**config.mk**
```make
export PLATFORM = sky130hd
export DESIGN_NAME = acc_mul_seq
export DESIGN_NICKNAME = d
export VERILOG_FILES = /design/src/rtl/acc_mul_seq.sv
export SDC_FILE = /design/constraint.sdc
export NUM_CORES = 1
export LEC_CHECK = 0
export ABC_AREA = 1
export BUFFER_PORTS_ARGS = -buffer_cell sky130_fd_sc_hd__buf_2
export CORE_MARGIN = 3
export CORE_UTILIZATION = 49
export DETAILED_ROUTE_END_ITERATION = 10
export PLACE_DENSITY = 0.79
export SLEW_MARGIN = 15
export SYNTH_ARGS = -nofsm -noshare
export SYNTH_HDL_FRONTEND = slang
export SYNTH_SLANG_ARGS = --single-unit
```
**constraint.sdc**
```tcl
create_clock -name clk -period 1.7 [get_ports clk]
set_input_delay 0.34 -clock clk [delete_from_list [all_inputs] [get_ports clk]]
set_output_delay 0.34 -clock clk [all_outputs]
set_load 0.01 [all_outputs]
```
**src/rtl/acc_mul_seq.sv**
```systemverilog
// Shift-and-add sequencer for an unsigned WIDTHxWIDTH multiply (low WIDTH bits kept),
// built around an external falling-edge accumulator whose clear, enable and data-in it owns.
module acc_mul_seq #(
   parameter int WIDTH = 16,
   parameter int CNT_W = 5
) (
   input  logic             clk,
   input  logic             rst,
   input  logic             start,
   input  logic [WIDTH-1:0] a,
   input  logic [WIDTH-1:0] b,
   input  logic [WIDTH-1:0] acc_q,
   output logic [WIDTH-1:0] acc_d,
   output logic             acc_wr_en,
   output logic             acc_rst,
   output logic             busy,
   output logic             done,
   output logic [WIDTH-1:0] result
);

   typedef enum logic [1:0] {
      IDLE   = 2'd0,
      CLEAR  = 2'd1,
      STEP   = 2'd2,
      FINISH = 2'd3
   } state_t;

   state_t           r_state;
   state_t           w_next;
   logic [WIDTH-1:0] r_mcand;
   logic [WIDTH-1:0] r_mplier;
   logic [WIDTH-1:0] r_result;
   logic [CNT_W-1:0] r_cnt;
   logic             w_last;

   always_comb begin
      w_last = (r_cnt == CNT_W'(WIDTH - 1));
   end

   always_ff @(posedge clk or posedge rst) begin
      if (rst) begin
         r_state <= IDLE;
      end else begin
         r_state <= w_next;
      end
   end

   always_comb begin
      w_next = r_state;
      case (r_state)
         IDLE:    if (start) w_next = CLEAR;
         CLEAR:   w_next = STEP;
         STEP:    if (w_last) w_next = FINISH;
         FINISH:  w_next = IDLE;
         default: w_next = IDLE;
      endcase
   end

   // acc_q already holds the final partial sum here: the accumulator took the last
   // add on the falling edge inside this STEP cycle.
   always_ff @(posedge clk or posedge rst) begin
      if (rst) begin
         r_mcand  <= '0;
         r_mplier <= '0;
         r_cnt    <= '0;
         r_result <= '0;
      end else begin
         case (r_state)
            IDLE: begin
               if (start) begin
                  r_mcand  <= a;
                  r_mplier <= b;
                  r_cnt    <= '0;
               end
            end
            STEP: begin
               r_mcand  <= r_mcand << 1;
               r_mplier <= r_mplier >> 1;
               r_cnt    <= r_cnt + 1'b1;
               if (w_last) r_result <= acc_q;
            end
            default: ;
         endcase
      end
   end

   always_comb begin
      busy      = (r_state != IDLE);
      done      = (r_state == FINISH);
      acc_rst   = rst | (r_state == CLEAR);
      acc_wr_en = (r_state == STEP) & r_mplier[0];
      acc_d     = '0;
      if (r_state == STEP) acc_d = acc_q + r_mcand;
      result    = r_result;
   end

endmodule

```
Word-level counts from Yosys, hierarchy flattened

Index checks and enable logic that the tools add are counted.

Register bits: 55
Input port bits: 51
Logic and storage cells: 31

Add/subtract/negate cells: 2
Equality and inequality tests: 6
Mux-type cells: 10
Bitwise gates (word level): 2
Reduce and logical (&&, ||, !) cells: 6

Operators by type and width:

| kind                  | number |
|---|---|
| $pmux W16 S2          | 2 |
| $mux W16              | 3 |
| $add A16 B16 Y16      | 1 |
| $pmux W5 S2           | 1 |
| $pmux W2 S4           | 1 |
| $reduce_and A2 Y1     | 3 |
| $add A5 B1 Y5 const B | 1 |
| $eq A5 B4 Y1 const B  | 1 |
| $mux W5               | 1 |
| $eq A2 B2 Y1 const B  | 2 |
| $mux W2               | 2 |
| $ne A2 B2 Y1 const B  | 2 |
| $reduce_bool A2 Y1    | 2 |
| $eq A2 B1 Y1 const B  | 1 |
| $logic_not A2 Y1      | 1 |
| $and A1 B1 Y1         | 1 |
| $or A1 B1 Y1          | 1 |

Depth between registers and ports, before layout

Gate-level depths: netlist of run 1.

Word-level depth: 3
Gate-level depth with buffers: 12
Mapped depth without buffers: 12

Worst setup path after synthesis of run 1

Ideal clock, no wire load.

Path kind: register -> output
Start: reg r_mcand[0]
End: out acc_d[8]
Data arrival time: 1.555 ns
Path slack: -0.195 ns
Cell stages (with the launch flop): 13
Path buffers: 0
Path through: dfrtp_1 ha_1 inv_1 fa_1 inv_1 nand3_1 nand3_1 inv_1 nor2_1 nor2_1 nand2_1 nand2_1 nor2_1

Word-level cells in the longest chain between the ends: 2

Ends and longest elaborated chain:

| what                     | RTL line | RTL |
|---|---|---|
| start: declaration       | 30       | `logic [WIDTH-1:0] r_mcand;` |
| start signal: assignment | 77       | `r_mcand <= r_mcand << 1;` |
| $add A16 B16 Y16         | 93       | `if (r_state == STEP) acc_d = acc_q + r_mcand;` |
| $mux W16                 | 93       |  |
| end: declaration         | 13       | `output logic [WIDTH-1:0] acc_d,` |

Every way passes these cells.

Worst setup path in the final report of run 1

Start: reg r_mcand[3]
End: out acc_d[13]

Same word-level chain as after synthesis.

==> out/qor.yml, run 1 <==
status: "finished with violations"
violations: "setup timing"
clockBufferDepth: 2
setup_viol: 48
fill_cells: 446
cts_tree: "built"
slowest_stage: "dfrtp_1"
crit_required_ns: 1.36
grt_pass1_vias: 3563
final_nets: 689
gp_congestion: 0.847
dieArea_um2: 8230
tightest_slew_ns: 0.370
crit_family: "simple AND/OR/NAND/NOR gates"
synth.cell_area_um2: 3520
ys_seq_area_frac: 0.391
layout_min_cycle_time_ns: 2.35
rsz0062_at_grt: "yes"
die_w_um: 90.7
io_buffers: 86
wl_per_cell_um: 16.4
p_total_mw: 10.8
grt_use_total: 0.240
ys_types: 31
drv_cap: 0
antenna_cells: 0
clockRootBuffer: "clkbuf_8"
hold_path.class: "primary input to asynchronous set/reset pin"
relSlewSlack: 0.752
period_share: 1.39
fin_cells: 713
ir_drop_mv: 1.23
setup_tns_ns: -9.69
ant_nets: 0
syn_to_final_growth_pct: 53.9
crit_buf_inv: 1
cp.depth: 9
ios: 87
insertion_delay_ns: 0.32
antenna_found_initial: 1
grt_overflow: 0
die_h_um: 90.7
layout-drive-gt1-share: 0.494
syn_inst: 459
std_cell_rows: 30
synth_area_leaders: "dfrtp_1 39%, nand2_1 16%, ha_1 7.5%"
core_area_um2: 6870
cp_max_fo: 4
power-per-cell-area_nw_per_um2: 2000
leakagePower_nw: 2.75
crit_chain: "ha_4, nand2_1, nand3b_1, nand2_2, nand2_2, nand3_2, nand2_1, nor2_2, buf_2"
synth_top_area_cell: "dfrtp_1"
clkTransAtPathRegs_ns: 0.11
cts_buffers: 5
synth_nets: 532
max_stage_delay_ns: 0.43
routed_wl_mm: 11.7
viasPerCell: 5.36
critPathCaptureType: "output port"
syn_avg_cell_area_um2: 7.67
fin_util: 0.788
grt_pass1_wl_mm: 16.3
synth_top_area_frac: 0.391
clock-sinks: 55
yosys_warnings: 0
drcViolationCount: 0
grt_max_degree: 56
synth_seq_cells: 55
start_util: 0.512
drt_iter0_markers: 290
crit_type: "flip-flop to output port"
fin_ws_ns: -0.655
cts_hold_buf: 0
dp_cells: 669
dr.pass1.iters: 5
cp.arrival_ns: 2.01
route.vias.total: 3820
fmax_mhz: 425
slew_violations: 0
reg2regPathDepth: 11
hold_viol: 0
design_area_um2: 5420
dpl-instance-area_um2: 4390
preCtsSetupSlack_ns: -0.376
critPathLaunchType: "flip-flop"
htreeDepth: 2
whs_ns: 0.0780
hpwl_mm: 6.61
fin_skew_ns: 0.0179
flip-flops by register name (all words and copies together), names as in the netlist:
register and cells:
r_state 2, r_mcand 16, r_mplier 16, r_cnt 5, result 16
kinds of logic (layout without fill, tap and decap cells):
family,after synthesis,in the layout,share of synthesized area
xor+xnor,3,3,0.00747
fa+ha+maj,22,22,0.0804
flops,55,55,0.391
simple gates,231,232,0.266
buf+inv,73,230,0.109
compound gates,60,60,0.0985
mux,15,15,0.0480
worst register-to-register path, cell delays in order (launching register included):
cell and delay, ns:
dfrtp_1 0.41, inv_2 0.10, buf_6 0.10, buf_6 0.09, ha_4 0.13, inv_2 0.04
or2_4 0.25, nand2_4 0.12, nand2_8 0.10, buf_6 0.17, nor2_1 0.10, a31oi_1 0.06
final timing paths:
path	start	end	slack, ns
setup reg to reg	r_state[0]$_DFFE_PP0P_	r_mcand[5]$_DFFE_PP0P_	-0.07
hold / removal	rst	result[8]$_DFFE_PP0P_	0.08
setup / recovery	r_mcand[3]$_DFFE_PP0P_	acc_d[13]	-0.65
min in group clk	b[15]	r_mplier[15]$_DFFE_PP0P_	0.27
hold reg to reg	result[0]$_DFFE_PP0P_	result[0]$_DFFE_PP0P_	0.51
max in group asynchronous	rst	r_state[1]$_DFFE_PP0P_	1.36
synth_stat cells:
master    number
nor3_1         3
nand2_1      147
dfrtp_1       55
buf_2          2
o21ai_0        8
and2_1         1
nand2_2        1
nand3b_1       2
mux2_2        15
inv_1         55
xnor2_1        2
clkbuf_8       5
xor2_1         1
nand4_1        2
o22ai_1        1
nand2_8        1
nor2_1        60
or2_1          1
buf_4          1
or2_2          1
a31oi_1       30
a21oi_1       19
clkbuf_1       1
ha_1          21
nand3_1       10
buf_6          7
a22o_1         2
or2_4          1
fa_1           1
nand2_4        1
inv_2          2
final cells by class:
type	instances	area, um^2	area share
well taps	96	120	0.0222
multi-input cells	332	2340	0.433
repair buffers	165	1270	0.234
clock inverters	2	12.5	0.00231
flip-flops and latches	55	1380	0.254
clock buffers	6	72.6	0.0134
inverters	57	221	0.0409
power breakdown:
| part | internal, mW | leakage (nW) | total [mW] | switching, mW |
|---|---|---|---|---|
| combinational | 3.72 | 2.08 | 7.82 | 4.10 |
| clock | 0.290 | 0.0412 | 0.752 | 0.461 |
| sequential | 1.82 | 0.637 | 2.26 | 0.431 |
| total | 5.84 | 2.75 | 10.8 | 4.99 |
per-layer routing:
layer | share of wire | global-route usage | up-vias | wire (um)
met2 | 0.51 | 0.435 | 177 | 5930
li1 | - | - | 1780 | -
met5 | 0.00094 | 0 | - | 11
met4 | 0.041 | 0.0842 | 2 | 482
met3 | 0.067 | 0.0417 | 52 | 777
met1 | 0.38 | 0.282 | 1809 | 4460
timing repair:
| item | in CTS | in global routing |
|---|---|---|
| gates resized for setup | 51 | 89 |
| gates cloned | 1 | 6 |
| pin swaps | 27 | 20 |
| setup endpoints to repair | 21 | 67 |
| buffers inserted | 14 | 16 |
layout by cell type, fill, tap and decap left out, drive strengths merged, types with 2 or more instances in the layout:
| cell | count |
|---|---|
| ha | 21 |
| nor3 | 3 |
| dfrtp | 55 |
| inv | 57 |
| a21oi | 19 |
| mux2 | 15 |
| nor2 | 60 |
| a31oi | 30 |
| nand2 | 151 |
| nand3b | 2 |
| clkbuf | 11 |
| buf | 160 |
| xnor2 | 2 |
| nand3 | 10 |
| or2 | 3 |
| a22o | 2 |
| o21ai | 8 |
| nand4 | 2 |
No activity file was read; power rests on OpenSTA's default activity.
==> run 2: changes to the inputs <==
--- a/config.mk
+++ b/config.mk
@@ -11,6 +11,7 @@
 export CORE_UTILIZATION = 49
 export DETAILED_ROUTE_END_ITERATION = 10
 export PLACE_DENSITY = 0.79
+export SKIP_CTS_REPAIR_TIMING = 1
 export SLEW_MARGIN = 15
 export SYNTH_ARGS = -nofsm -noshare
 export SYNTH_HDL_FRONTEND = slang
==> run 2 against run 1 <==
  * The run still ends with setup timing left
  * Register-to-register slack improved by 0.08 ns
  * Power decreased by 9.9%
  * Largest power group unchanged
  * Cell count shrank 2.2%
  * Non-clock buffer count down 15
  * Core utilization is 5.8 points lower
  * Clock skew fell by 0.0077 ns
  * Largest cell class unchanged
  * Global-route usage shrank 3.1 points
  * Setup slack got worse by 0.087 ns
  * Clock-buffer cell count unchanged
  * Highest routed layer unchanged
==> out/qor.yml, run 2 (same netlist as run 1, synthesis figures left out) <==
status: "finished with violations"
violations: "setup timing"
io_buffers: 86
hpwl_mm: 6.61
crit_type: "flip-flop to output port"
max_stage_delay_ns: 0.44
clock-sinks: 55
slowest_stage: "dfrtp_1"
ant_nets: 0
relSlewSlack: 0.775
grt_max_degree: 56
gp_congestion: 0.847
layout_min_cycle_time_ns: 2.44
insertion_delay_ns: 0.31
preCtsSetupSlack_ns: -0.376
layout_commonest_cell: "nand2_1"
antenna_cells: 0
multi_input_area_um2: 2150
cp_max_fo: 4
final_cell_mix: "130 x nand2_1, 83 x buf_2, 55 x dfrtp_1"
fill_cells: 497
cp.arrival_ns: 2.10
slew_violations: 0
fmax_mhz: 410
p_sw_mw: 4.50
p_total_mw: 9.75
core_area_um2: 6870
power-per-cell-area_nw_per_um2: 1940
cts_tree: "built"
htreeDepth: 2
rsz0062_at_grt: "yes"
drv_cap: 0
setup_viol: 18
ios: 87
start_util: 0.512
wl_per_cell_um: 15.2
pwr-share-seq: 0.225
dr.pass1.iters: 7
dieArea_um2: 8230
tightest_slew_ns: 0.337
fin_ws_ns: -0.741
crit_chain: "ha_4, nand2_1, inv_1, nand2_1, nor3_1, nand2_1, nand3_1, nand2_1, nor2_2, buf_2"
critPathLaunchType: "flip-flop"
clockRootBuffer: "clkbuf_8"
design_area_um2: 5020
layout-drive-gt1-share: 0.431
leakagePower_nw: 2.56
crit_required_ns: 1.36
fin_skew_ns: 0.0101
routed_wl_mm: 10.6
p_int_mw: 5.25
dpl-instance-area_um2: 4390
grt_pass1_wl_mm: 14.3
critPathCaptureType: "output port"
cts_buffers: 5
hold_viol: 0
drt_iter0_markers: 232
antenna_found_initial: 1
hold_path.class: "primary input to asynchronous set/reset pin"
fin_util: 0.731
die_w_um: 90.7
period_share: 1.44
die_h_um: 90.7
crit_top_cell: "nand2_1"
route.vias.total: 3704
syn_to_final_growth_pct: 42.6
grt_pass1_vias: 3211
viasPerCell: 5.31
pwr-share-comb: 0.698
ir_drop_mv: 1.08
regArea_um2: 1380
clkPwrFrac: 0.076
switching_share: 0.461
drcViolationCount: 0
std_cell_rows: 30
grt_overflow: 0
clockBufferDepth: 2
grt_use_total: 0.209
final_nets: 673
clkTransAtPathRegs_ns: 0.11
## run 2: changes by cell type in the layout (fill, tap and decap cells not counted), moves of 4 or more
cell / previous run / this run
nand2_2: 19 / 14
nor2_2: 24 / 14
mux2_4: 15 / 0
buf_4: 57 / 52
nand2_1: 126 / 130
buf_6: 12 / 6
mux2_2: 0 / 15
nor2_4: 6 / 2
nor2_1: 30 / 44
## run 2: final timing paths
check	startpoint	endpoint	slack, ns	cells after the start
worst max-delay path	r_mcand[9]$_DFFE_PP0P_	acc_d[15]	-0.74	10
worst min-delay path	rst	r_state[1]$_DFFE_PP0P_	0.07	3
worst max register to register	r_state[0]$_DFFE_PP0P_	result[12]$_DFFE_PP0P_	0.01	7
worst min register to register	result[1]$_DFFE_PP0P_	result[1]$_DFFE_PP0P_	0.50	2
max in group asynchronous	rst	r_cnt[3]$_DFFE_PP0P_	1.36	3
min in group clk	b[15]	r_mplier[15]$_DFFE_PP0P_	0.27	2
## run 2: final cells by class
cell class	instances	share of cell area
multi-input combinational	331	0.428
sequential	55	0.274
timing repair buffer	150	0.214
inverter	57	0.0431
tap	96	0.0239
clock buffer	6	0.0145
clock inverter	2	0.00249
## run 2: metal layers
metal,share of wire,global-route usage
met2,0.52,0.380
met5,0.00066,0
met1,0.38,0.253
met4,0.028,0.0561
met3,0.068,0.0358
## run 2: per-stage QoR
stage | setup TNS [ns] | hold WS, ns | std cells
2_1_floorplan | -0.414 | 0.466 | 459
3_3_place_gp | -3.34 | 0.421 | 669
3_5_place_dp | -3.76 | 0.424 | 669
4_1_cts | -8.15 | 0.0851 | 677
5_1_grt | -10.44 | 0.102 | 697
6_report | -8.15 | 0.0713 | 697
## run 2: critical path: cells and delay by family (launching register included)
kind | cells | cell delay [ns]
buffers and inverters | 2 | 0.23
adder cells (fa/ha/maj) | 1 | 0.31
AND/OR/NAND/NOR | 7 | 0.80
flip-flops | 1 | 0.44
## run 2: power groups by stage
stage | registers, mW | clock network [mW] | logic (mW)
finish | 2.20 | 0.743 | 6.81
global route | 2.24 | 0.809 | 7.45
CTS | 2.12 | 0.746 | 5.38
detailed placement | 2.14 | 0 | 5.37
global placement | 2.12 | 0 | 5.17
floorplan | 2.12 | 0 | 3.77
==> run 3: changes to the inputs <==
--- a/config.mk
+++ b/config.mk
@@ -10,8 +10,7 @@
 export CORE_MARGIN = 3
 export CORE_UTILIZATION = 49
 export DETAILED_ROUTE_END_ITERATION = 10
-export PLACE_DENSITY = 0.79
-export SKIP_CTS_REPAIR_TIMING = 1
+export PLACE_DENSITY_LB_ADDON = 0.3
 export SLEW_MARGIN = 15
 export SYNTH_ARGS = -nofsm -noshare
 export SYNTH_HDL_FRONTEND = slang
==> run 3 against run 2 <==
  * The run still ends with setup timing left
  * Setup slack improved by 0.024 ns
  * Sequential share of layout area fell by 3.6 points
  * Largest power group unchanged
  * Non-clock buffer count rose by 24
  * Clock power rose by 13%
  * Power rose by 26%
  * Fmax rose by 1.0%
  * First-iteration DRC count rose by 0.86%
  * Critical path type unchanged
  * Sequential cell count did not move
  * Critical path depth rose by 1
  * Largest cell class unchanged
==> out/qor.yml, run 3 (same netlist as run 1, synthesis figures left out) <==
status: "finished with violations"
violations: "setup timing"
std_cell_rows: 30
drv_cap: 0
gp_congestion: 0.849
cp-startpoint: "r_mcand[0]$_DFFE_PP0P_"
cts_tree: "built"
r2r_start: "r_state[1]$_DFFE_PP0P_"
dr.pass1.iters: 4
slew_violations: 0
critPathCaptureType: "output port"
reg2regPathDepth: 10
critPathLaunchType: "flip-flop"
insertion_delay_ns: 0.33
cp_max_fo: 3
dieArea_um2: 8230
grt_pass1_wl_mm: 15.4
layout-drive-gt1-share: 0.532
drt_iter0_markers: 234
route.vias.total: 3999
crit_type: "flip-flop to output port"
relSlewSlack: 0.719
final_cell_mix: "122 x nand2_1, 84 x buf_2, 58 x buf_4"
ios: 87
syn_to_final_growth_pct: 64.2
period_share: 1.42
hpwl_mm: 6.40
viasPerCell: 5.54
r2r_slack_ns: -0.10
setup_viol: 56
routed_wl_mm: 13.1
final_nets: 698
fin_skew_ns: 0.00748
fin_util: 0.841
layout_min_cycle_time_ns: 2.42
cts_buffers: 5
crit_required_ns: 1.36
cp.arrival_ns: 2.08
clock-sinks: 55
wl_per_cell_um: 18.2
dpl-instance-area_um2: 4380
setup_tns_ns: -11.04
drcViolationCount: 0
fin_ws_ns: -0.717
hold_path.class: "primary input to asynchronous set/reset pin"
die_w_um: 90.7
cts_hold_buf: 0
core_area_um2: 6870
grt_use_total: 0.226
grt_pass1_vias: 3501
clockBufferDepth: 2
clockRootBuffer: "clkbuf_8"
start_util: 0.512
fill_cells: 360
fmax_mhz: 414
design_area_um2: 5780
antenna_cells: 0
clkTransAtPathRegs_ns: 0.11
power-per-cell-area_nw_per_um2: 2120
p_total_mw: 12.2
grt_overflow: 0
layout_commonest_cell: "nand2_1"
ant_nets: 0
die_h_um: 90.7
grt_max_degree: 56
io_buffers: 86
htreeDepth: 2
antenna_found_initial: 0
rr_endpoint: "r_mcand[14]$_DFFE_PP0P_"
rsz0062_at_grt: "yes"
leakagePower_nw: 2.87
tightest_slew_ns: 0.418
ir_drop_mv: 1.22
hold_viol: 0
## run 3: cell count changes in the layout (fill, tap and decap cells not counted), sizes merged
cell,previous run,this run
clkbuf,10,13
nand2,150,151
clkinv,1,0
buf,146,166
inv,57,59
## run 3: power breakdown
part / leakage (nW) / internal (mW) / switching (mW) / total [mW]
Clock: 0.0467 / 0.308 / 0.528 / 0.836
Sequential: 0.636 / 1.83 / 0.518 / 2.34
Combinational: 2.19 / 4.35 / 4.71 / 9.06
## run 3: repair_timing
action / in CTS / in global routing
buffers inserted: 4 / 30
gates cloned: 1 / 13
endpoints found under the setup margin: 19 / 68
pin swaps: 18 / 22
resized for setup: 58 / 127
## run 3: critical path, cell delays in order (launching register included)
cell      delay, ns
dfrtp_1        0.44
ha_4           0.17
inv_2          0.04
fa_2           0.34
inv_2          0.10
nand3_2        0.07
nand3_2        0.07
nand3b_1       0.11
nand4_1        0.10
nand2_1        0.07
nor2_2         0.11
buf_2          0.13
## run 3: how the worst max path moves through the flow
stage / slack, ns / to / cells after the start
final: -0.72 / acc_d[12] / 11
after global routing: -0.83 / acc_d[14] / 11
after CTS: -0.68 / acc_d[12] / 11
after detailed placement: -0.42 / acc_d[4] / 12
after global placement: -0.31 / acc_d[8] / 14
after floorplan: -0.13 / acc_d[8] / 12
## run 3: layer usage
metal | vias up | part of all wire | GRT usage
li1 | 1804 | - | -
met4 | 0 | 0.037 | 0.0855
met3 | 45 | 0.049 | 0.0325
met5 | - | 0 | 0
met2 | 180 | 0.52 | 0.401
met1 | 1970 | 0.39 | 0.275
## run 3: cell type report
type	count	area (um^2)	area share
tap	96	120	0.0208
timing repair buffer	174	1410	0.244
multi-input combinational	332	2550	0.442
clock buffer	5	68.8	0.0119
sequential	55	1380	0.239
clock inverter	3	27.5	0.00477
inverter	57	219	0.0379
## run 3: per-stage QoR
step / hold WS [ns] / std cells / setup WS [ns]
6_report: 0.0295 / 722 / -0.717
5_1_grt: 0.0734 / 722 / -0.828
4_1_cts: 0.0696 / 680 / -0.678
3_5_place_dp: 0.423 / 668 / -0.422
3_3_place_gp: 0.422 / 668 / -0.315
2_1_floorplan: 0.466 / 459 / -0.129
